===== config.mk =====
export PLATFORM = sky130hd
export DESIGN_NAME = stream_mux2_arb_flat
export DESIGN_NICKNAME = d
export VERILOG_FILES = /design/src/rtl/stream_mux2_arb_pkg.sv /design/src/rtl/stream_mux2_arb_if.sv /design/src/rtl/stream_mux2_arb_pipe_reg.sv /design/src/rtl/stream_mux2_arb.sv /design/src/flat_wrapper.sv
export SDC_FILE = /design/constraint.sdc
export NUM_CORES = 1
export LEC_CHECK = 0
export ABC_AREA = 1
export CORE_ASPECT_RATIO = 0.7
export CORE_MARGIN = 10
export CORE_UTILIZATION = 25
export DETAILED_ROUTE_END_ITERATION = 6
export PLACE_DENSITY = 0.57
export SYNTH_ARGS = -nofsm -noshare
export SYNTH_HDL_FRONTEND = slang
export SYNTH_SLANG_ARGS = --single-unit

===== constraint.sdc =====
create_clock -name CK -period 1.78 [get_ports CK]
set_clock_uncertainty 0.2 [all_clocks]
set_input_delay 0.178 -clock CK [delete_from_list [all_inputs] [get_ports CK]]
set_output_delay 0.178 -clock CK [all_outputs]
set_load 0.05 [all_outputs]

===== src/rtl/stream_mux2_arb_pkg.sv =====
// Shared encodings for the two-input stream arbiter.
// The state and select constants are used by the arbiter FSM and its select logic.
package stream_mux2_arb_pkg;

    localparam logic [1:0] ST_IDLE   = 2'd0;
    localparam logic [1:0] ST_LOCK_A = 2'd1;
    localparam logic [1:0] ST_LOCK_B = 2'd2;

    localparam logic SEL_A = 1'b0;
    localparam logic SEL_B = 1'b1;

    // Returns the lock state that keeps the current grant for the rest of a packet.
    function automatic logic [1:0] lock_state(input logic sel);
        return (sel == SEL_B) ? ST_LOCK_B : ST_LOCK_A;
    endfunction

endpackage


===== src/rtl/stream_mux2_arb_if.sv =====
// Stream bundle for the arbiter: two input streams, one merged output, select and busy.
// slave is the arbiter's view; master is the surrounding environment's view.
interface stream_mux2_arb_if #(parameter int WIDTH = 8);

    logic             A_VALID;
    logic [WIDTH-1:0] A_DATA;
    logic             A_LAST;
    logic             A_READY;
    logic             B_VALID;
    logic [WIDTH-1:0] B_DATA;
    logic             B_LAST;
    logic             B_READY;
    logic             Z_VALID;
    logic [WIDTH-1:0] Z_DATA;
    logic             Z_LAST;
    logic             Z_READY;
    logic             S;
    logic             BUSY;

    modport slave (
        input  A_VALID, A_DATA, A_LAST, B_VALID, B_DATA, B_LAST, Z_READY,
        output A_READY, B_READY, Z_VALID, Z_DATA, Z_LAST, S, BUSY
    );

    modport master (
        output A_VALID, A_DATA, A_LAST, B_VALID, B_DATA, B_LAST, Z_READY,
        input  A_READY, B_READY, Z_VALID, Z_DATA, Z_LAST, S, BUSY
    );

endinterface


===== src/rtl/stream_mux2_arb_pipe_reg.sv =====
// Single-entry output register: loads a new word, empties when loaded without one,
// and holds everything while the downstream stalls.
module stream_pipe_reg #(
    parameter int WIDTH = 8
) (
    input  logic         clk,
    input  logic         rst,
    input  logic         load,
    input  logic         set,
    input  logic [WIDTH:0] d,
    output logic         q_valid,
    output logic [WIDTH:0] q
);

    // NOTE: sequential state uses non-blocking assignments so every register samples pre-edge values.
    always_ff @(posedge clk) begin
        if (rst) begin
            q_valid <= 1'b0;
            q       <= '0;
        end else if (load) begin
            q_valid <= set;
            if (set) begin
                q <= d;
            end
        end
    end

endmodule


===== src/rtl/stream_mux2_arb.sv =====
// Round-robin valid/ready arbiter driving the select of a MUX2 bank, with optional
// per-packet locking on LAST and a registered single-entry output stage.
module stream_mux2_arb
    import stream_mux2_arb_pkg::*;
#(
    parameter int WIDTH    = 8,
    parameter bit LOCK_PKT = 1'b1
) (
    input  logic              CK,
    input  logic              RST,
    stream_mux2_arb_if.slave  bus
);

    logic [1:0]       state;
    logic             pri;
    logic             sel;
    logic             sel_valid;
    logic             sel_last;
    logic [WIDTH-1:0] sel_data;
    logic             load;
    logic             ready_en;
    logic             xfer;
    logic             z_valid;
    logic [WIDTH:0]   z_word;

    always_comb begin
        // NOTE: default first so every path assigns sel and no latch is inferred.
        sel = SEL_A;
        case (state)
            ST_LOCK_A: sel = SEL_A;
            ST_LOCK_B: sel = SEL_B;
            default:   sel = bus.B_VALID & (~bus.A_VALID | pri);
        endcase
    end

    assign sel_valid = (sel == SEL_B) ? bus.B_VALID : bus.A_VALID;
    assign sel_last  = (sel == SEL_B) ? bus.B_LAST  : bus.A_LAST;
    assign sel_data  = (sel == SEL_B) ? bus.B_DATA  : bus.A_DATA;

    // Nothing is accepted while reset is applied, so no beat is lost into a clearing register.
    assign load     = ~z_valid | bus.Z_READY;
    assign ready_en = load & ~RST;
    assign xfer     = ready_en & sel_valid;

    assign bus.A_READY = ready_en & (sel == SEL_A);
    assign bus.B_READY = ready_en & (sel == SEL_B);
    assign bus.S       = sel;

    always_ff @(posedge CK) begin
        if (RST) begin
            state <= ST_IDLE;
            pri   <= 1'b0;
        end else if (xfer) begin
            if (!LOCK_PKT || sel_last) begin
                state <= ST_IDLE;
                pri   <= ~sel;
            end else begin
                state <= lock_state(sel);
            end
        end
    end

    stream_pipe_reg #(.WIDTH(WIDTH)) u_out (
        .clk     (CK),
        .rst     (RST),
        .load    (load),
        .set     (xfer),
        .d       ({sel_last, sel_data}),
        .q_valid (z_valid),
        .q       (z_word)
    );

    assign bus.Z_VALID = z_valid;
    assign bus.Z_LAST  = z_word[WIDTH];
    assign bus.Z_DATA  = z_word[WIDTH-1:0];
    assign bus.BUSY    = (state == ST_LOCK_A) | (state == ST_LOCK_B) | z_valid;

endmodule


===== src/flat_wrapper.sv =====
// flat-port wrapper written by rule: the top's interface ports become plain ports
module stream_mux2_arb_flat import stream_mux2_arb_pkg::*;
#(
    parameter int WIDTH    = 8,
    parameter bit LOCK_PKT = 1'b1
)
  (CK, RST, bus_A_VALID, bus_A_DATA, bus_A_LAST, bus_B_VALID, bus_B_DATA, bus_B_LAST, bus_Z_READY, bus_A_READY, bus_B_READY, bus_Z_VALID, bus_Z_DATA, bus_Z_LAST, bus_S, bus_BUSY);
  stream_mux2_arb_if #(.WIDTH(WIDTH)) bus_i ();
  input  logic CK;
  input  logic RST;
  input wire logic [$bits(bus_i.A_VALID)-1:0] bus_A_VALID;
  input wire logic [$bits(bus_i.A_DATA)-1:0] bus_A_DATA;
  input wire logic [$bits(bus_i.A_LAST)-1:0] bus_A_LAST;
  input wire logic [$bits(bus_i.B_VALID)-1:0] bus_B_VALID;
  input wire logic [$bits(bus_i.B_DATA)-1:0] bus_B_DATA;
  input wire logic [$bits(bus_i.B_LAST)-1:0] bus_B_LAST;
  input wire logic [$bits(bus_i.Z_READY)-1:0] bus_Z_READY;
  output wire logic [$bits(bus_i.A_READY)-1:0] bus_A_READY;
  output wire logic [$bits(bus_i.B_READY)-1:0] bus_B_READY;
  output wire logic [$bits(bus_i.Z_VALID)-1:0] bus_Z_VALID;
  output wire logic [$bits(bus_i.Z_DATA)-1:0] bus_Z_DATA;
  output wire logic [$bits(bus_i.Z_LAST)-1:0] bus_Z_LAST;
  output wire logic [$bits(bus_i.S)-1:0] bus_S;
  output wire logic [$bits(bus_i.BUSY)-1:0] bus_BUSY;
  assign bus_i.A_VALID = bus_A_VALID;
  assign bus_i.A_DATA = bus_A_DATA;
  assign bus_i.A_LAST = bus_A_LAST;
  assign bus_i.B_VALID = bus_B_VALID;
  assign bus_i.B_DATA = bus_B_DATA;
  assign bus_i.B_LAST = bus_B_LAST;
  assign bus_i.Z_READY = bus_Z_READY;
  assign bus_A_READY = bus_i.A_READY;
  assign bus_B_READY = bus_i.B_READY;
  assign bus_Z_VALID = bus_i.Z_VALID;
  assign bus_Z_DATA = bus_i.Z_DATA;
  assign bus_Z_LAST = bus_i.Z_LAST;
  assign bus_S = bus_i.S;
  assign bus_BUSY = bus_i.BUSY;
  stream_mux2_arb #(.WIDTH(WIDTH), .LOCK_PKT(LOCK_PKT)) u_core (.CK(CK), .RST(RST), .bus(bus_i));
endmodule

* Word level (Yosys, flattened, before mapping)
Index checks and enable logic that the tools add are counted.
** Storage, ports and cells
- Register bits after elaboration :: 13
- Bits in latches :: 0
- Memory bits (writable) :: 0
- Memory bits (read-only) :: 0
- Output and inout bits :: 14
- Word-level logic and storage cells :: 27
- Memories kept :: 0
** Cells by class
- Add/subtract/negate cells :: 0
- Multiply operators :: 0
- Div/mod/pow operators :: 0
- $lt $le $gt $ge :: 0
- Equality and inequality tests :: 2
- Shift operators :: 0
- Muxes and demuxes :: 6
- Bitwise logic cells :: 13
- Reductions and logical operators :: 2
** Operators with widths (count)
- $mux W8 :: 1
- $and A1 B1 Y1 :: 5
- $mux W2 :: 2
- $not A1 Y1 :: 4
- $or A1 B1 Y1 :: 4
- $reduce_and A2 Y1 :: 2
- $eq A2 B1 Y1 const B :: 1
- $eq A2 B2 Y1 const B :: 1
- $mux W1 :: 2
- $pmux W1 S2 :: 1

* Logic depth before layout (Yosys ltp)
Gate-level depths: netlist of run 1.
- Depth in word-level cells :: 7
- Gate-level depth with buffers :: 11

* By module
From an unflattened synthesis of run 1, not the netlist that was laid out.
** Unflattened totals
- Cell total of the unflattened synthesis :: 127
- Area total of the unflattened synthesis :: 787.0 um^2
** Modules (own cells, without submodules)
- stream_pipe_reg :: times used 1, cells each 61, area each 414.1 um^2, seq. area each 200.2 um^2
- stream_mux2_arb :: times used 1, cells each 66, area each 372.9 um^2, seq. area each 60.1 um^2

* Least setup slack after synthesis of run 1
OpenSTA, ideal clock, no wires.
- Path type :: reg-to-output
- From :: register u_core.state[0]
- To :: output bus_A_READY
- Arrival time :: 1.765 ns
- Data required time :: 1.402 ns
- Path slack :: -0.363 ns
- Cell stages (with the launch flop) :: 9
- Cell sequence :: dfxtp_1 -> inv_1 -> ha_1 -> nand2_1 -> inv_2 -> nand2_2 -> nand2_2 -> buf_4 -> nor2_1
** On the way
- Longest elaborated chain between the ends :: 4
- Elaborated cells on any way between the ends :: 5
** Ends and longest elaborated chain
- start, declared :: line stream_mux2_arb.sv:14 : logic [1:0] state;
- start signal, assigned :: line stream_mux2_arb.sv:58 : state <= lock_state(sel);
- $eq A2 B2 Y1 / $eq A2 B1 Y1 (equally long branches) :: line stream_mux2_arb.sv:29 : case (state)
- $pmux W1 S2 * :: line stream_mux2_arb.sv:29
- via bus_S :: line flat_wrapper.sv:23 : output wire logic [$bits(bus_i.S)-1:0] bus_S;
- $not A1 Y1 * :: line stream_mux2_arb.sv:45 : assign bus.A_READY = ready_en & (sel == SEL_A);
- $and A1 B1 Y1 * :: line stream_mux2_arb.sv:45
- end, declared :: line flat_wrapper.sv:18 : output wire logic [$bits(bus_i.A_READY)-1:0] bus_A_READY;
The timed path passes the listed nets; every way through them passes the cells marked *.

* Final worst setup path of run 1
- From :: register u_core.state[0]
- To :: output bus_B_READY
** On the way
- Longest elaborated chain between the ends :: 3
- Elaborated cells on any way between the ends :: 4
** Ends and longest elaborated chain
- $eq A2 B2 Y1 / $eq A2 B1 Y1 (equally long branches) :: line stream_mux2_arb.sv:29
- $pmux W1 S2 * :: line stream_mux2_arb.sv:29
- $and A1 B1 Y1 * :: line stream_mux2_arb.sv:46 : assign bus.B_READY = ready_en & (sel == SEL_B);
- end, declared :: line flat_wrapper.sv:19 : output wire logic [$bits(bus_i.B_READY)-1:0] bus_B_READY;
Mark *: on every way between the ends. The rest lies on a longest branch, timed or not.

==> summary.txt, run 1 <==
Run status
  – Status: finished with violations
  – Violated checks: setup timing

Routing
  – Initial drt markers: 17
  – Post-route DRC: 0
  – WL final: around 2.5 mm
  – Post-DRT Antenna Nets: 0
  – First drt pass iteration count: 3
  – DR WL/cell: 12.2 µm
  – Via count: about 820
  – DR vias/cell: 4.03

Worst setup path
  – Critical R2R Capture: u_core.state[1]$_SDFFE_PP0P_
  – Crit Path Class: reg2out
  – CP max stage delay: between 0.3 and 0.4 ns
  – FF-to-FF path depth: 9
  – Critical Path RT: ~1.4 ns
  – Worst setup SP type: flop
  – Max FO, Critical Path: 4
  – R2R Path Start: u_core.state[0]$_SDFFE_PP0P_
  – Crit path arrival time: between 1 and 1.5 ns
  – Crit-path cells: inv_2 > ha_4 > nand2_2 > inv_2 > nand2_4 > nand2_8 > inv_8 > nor2_4 > buf_12
  – Crit path capture type: output port
  – FF-to-FF setup slack: about 0.050 ns
  – Slowest CP cell: dfxtp_2
  – Crit path top cell by count: inv_2

STA
  – Fmax: 0.559 GHz
  – Final critical-path required period: approximately 1.8 ns
  – Final Hold Fails: 0
  – Final Max Slew Viols: 0
  – Slew HR: 0.823
  – Final setup margin: -0.00943 ns
  – Least-Margin Pin Slew: between 0.2 and 0.3 ns
  – Period utilization: 1.01
  – RSZ-0062 raised after global routing: true
  – TNS Setup: -0.00943 ns
  – Final setup violation count: 1

Clock tree
  – CTS Sinks: 13
  – Clock latency on the worst-skew pair: about 0.24 ns
  – Clk root buf: clkbuf_8
  – Num CTS Buffers: 3
  – CTS tree: done
  – CTS clk-pin slew, worst paths: 0.05 ns
  – Cts hold-fix bufs: 0
  – Htree depth: 1
  – Buffer depth of the longest clock path: 2

Hold path
  – Hold wc startpoint: u_core.state[1]$_SDFFE_PP0P_
  – Worst Hold Path Cells: 2
  – Hold path endpoint: u_core.state[1]$_SDFFE_PP0P_
  – Hold/Removal Path Class: reg2reg

Yosys
  – Yosys top cell area share: 0.338
  – Post-synthesis net count: 146
  – Leading area contributor after synthesis: dfxtp_1
  – Synthesis Warnings: 0
  – Post-synth EDFFs: 0
  – Yosys reg bits: 13
  – Async SR Flop Fraction: 0
  – Post-synth top cells: nand2_1, nor2_1, inv_1
  – Count leader, synth: nand2_1
  – Post-synthesis sequential area ratio: 0.338
  – Area contributors post-synth: dfxtp_1, nand2_1, nor2_1
  – Avg Inst Size Synth: approximately 6.3 µm²
  – Main synth FF type: dfxtp_1
  – Syn Inst Count: approximately 120
  – Synth cell types: 21
  – Mapped cell area: between 700 and 800 µm²

Placed design
  – Placed Area: 1170 µm²
  – HPWL Detailed: 1.81 mm
  – RePlAce Congestion: approximately 0.78
  – Port Buffers: 36

Cells and area
  – N_diodes: 0
  – Area growth syn-to-layout: 73.2%
  – Final design instance area without fill: 1330 µm²
  – Fin nets: ~190
  – Layout cells sized above 1: 0.287

Pwr
  – Leakage power: between 0.6 and 0.7 nW
  – Power Dens Cells: around 740 nW/µm²
  – Max IR drop VDD: approximately 320 µV

Floorplanning
  – Horiz. Die Dim: 86.3 µm
  – Core ar.: 2860 µm²
  – Initial Util: 0.269
  – DIE AREA: about 5700 µm²
  – Chip Height: ~66 µm
  – Ports: 37
  – Row count: 16

Global routing
  – Vias in the first global route: between 700 and 800
  – Initial antenna violation count: 0
  – First-pass GRT wire length: between 3 and 4 mm
  – Largest net degree at the start of global routing: 26
  – Grt ovf: 0
  – Gr usage total: 0.0837

Flow run
  – Max_cap viols: 0
## worst max-delay path: cells and delay by family, from the launching register on
family	cells	cell delay, ns
fa+ha+maj	1	0.26
flops	1	0.33
simple gates	4	0.30
buf+inv	4	0.27
## routing by layer
metal | GRT usage | vias to the layer above | wire, µm
met4 | 0.0363 | 0 | 31
met1 | 0.0981 | 345 | 1120
met5 | 0 | - | 0
li1 | - | 453 | -
met2 | 0.133 | 19 | 1140
met3 | 0.0320 | 2 | 181
## timing repair
item                       4_1_cts  5_1_grt
gates cloned                     0        1
resized for setup               15        5
buffers inserted                 2        3
pin swaps                        3        5
setup endpoints to repair        8       16
## registers in the layout, indices dropped and copies added, names as in the netlist
register and count:
u_core.pri 1, u_core.state 2, u_core.u_out.q 9, u_core.u_out.q_valid 1
## how the worst max path moves through the flow
stage | cells after the start | from | end | slack, ns
final | 9 | u_core.state[0]$_SDFFE_PP0P_ | bus_B_READY | -0.009
after global placement | 9 | u_core.state[0]$_SDFFE_PP0P_ | u_core.pri$_SDFFE_PP0P_ | 0.02
after detailed placement | 9 | u_core.state[0]$_SDFFE_PP0P_ | u_core.pri$_SDFFE_PP0P_ | -0.03
after floorplan | 8 | u_core.state[0]$_SDFFE_PP0P_ | bus_A_READY | -0.13
after global routing | 9 | u_core.state[0]$_SDFFE_PP0P_ | bus_B_READY | -0.09
after CTS | 9 | u_core.state[0]$_SDFFE_PP0P_ | bus_B_READY | -0.06
## power by group
part | internal (mW) | switching [mW]
registers | 0.316 | 0.0140
logic | 0.165 | 0.231
clock network | 0.158 | 0.101
total | 0.638 | 0.346
## placed cells by master, fill, tap and decap left out, types with 2 or more instances in the layout
cell             instances
buf_12                   3
clkbuf_8                 3
dfxtp_2                  2
nand2_1                 43
nand2_2                  4
nand3_2                  2
buf_4                   16
clkdlybuf4s50_1         22
nor2_1                  22
nand2_4                  2
inv_2                    3
dfxtp_1                 11
inv_1                   14
a21oi_2                  2
## cell families (layout without fill, tap and decap cells)
logic type	count (synthesis)	after routing	share of synthesized area
and+or+nand+nor	80	81	0.444
buffers and inverters	22	66	0.132
DFF	13	13	0.338
AOI/OAI and AO/OA	6	6	0.0699
adders and majority gates	1	1	0.0163
## cell type report
cell class	instances	area [µm²]
Tap cell	36	45.0
Clock buffer	4	45.0
Timing Repair Buffer	43	427
Inverter	19	78.8
Sequential cell	13	263
Multi-Input combinational cell	88	474
Fill cell	293	1530
## stage by stage
| stage | std cells | util | setup WS (ns) | hold WS, ns | power, mW |
|---|---|---|---|---|---|
| detailed placement | 193 | 0.408 | -0.0328 | 0.299 | 0.690 |
| finish | 203 | 0.465 | -0.00943 | 0.313 | 0.984 |
| global route | 203 | 0.465 | -0.0875 | 0.326 | 1.05 |
| floorplan | 122 | - | -0.132 | 0.0471 | 0.557 |
| global placement | 193 | 0.408 | 0.0234 | 0.274 | 0.687 |
| CTS | 199 | 0.449 | -0.0564 | 0.302 | 0.988 |
Note: power is estimated with default switching activity, not from simulation.
==> inputs of run 2 (changes only) <==
--- a/config.mk
+++ b/config.mk
@@ -6,6 +6,7 @@
 export NUM_CORES = 1
 export LEC_CHECK = 0
 export ABC_AREA = 1
+export CAP_MARGIN = 20
 export CORE_ASPECT_RATIO = 0.7
 export CORE_MARGIN = 10
 export CORE_UTILIZATION = 25
==> results of run 2 <==
Same layout as run 1: the final DEF is identical, and so are final timing and power.
==> inputs of run 3 (changes only) <==
--- a/config.mk
+++ b/config.mk
@@ -10,6 +10,7 @@
 export CORE_ASPECT_RATIO = 0.7
 export CORE_MARGIN = 10
 export CORE_UTILIZATION = 25
+export CTS_CLUSTER_SIZE = 16
 export DETAILED_ROUTE_END_ITERATION = 6
 export PLACE_DENSITY = 0.57
 export SYNTH_ARGS = -nofsm -noshare
==> results of run 3 <==
Same layout as run 1: the final DEF is identical, and so are final timing and power.
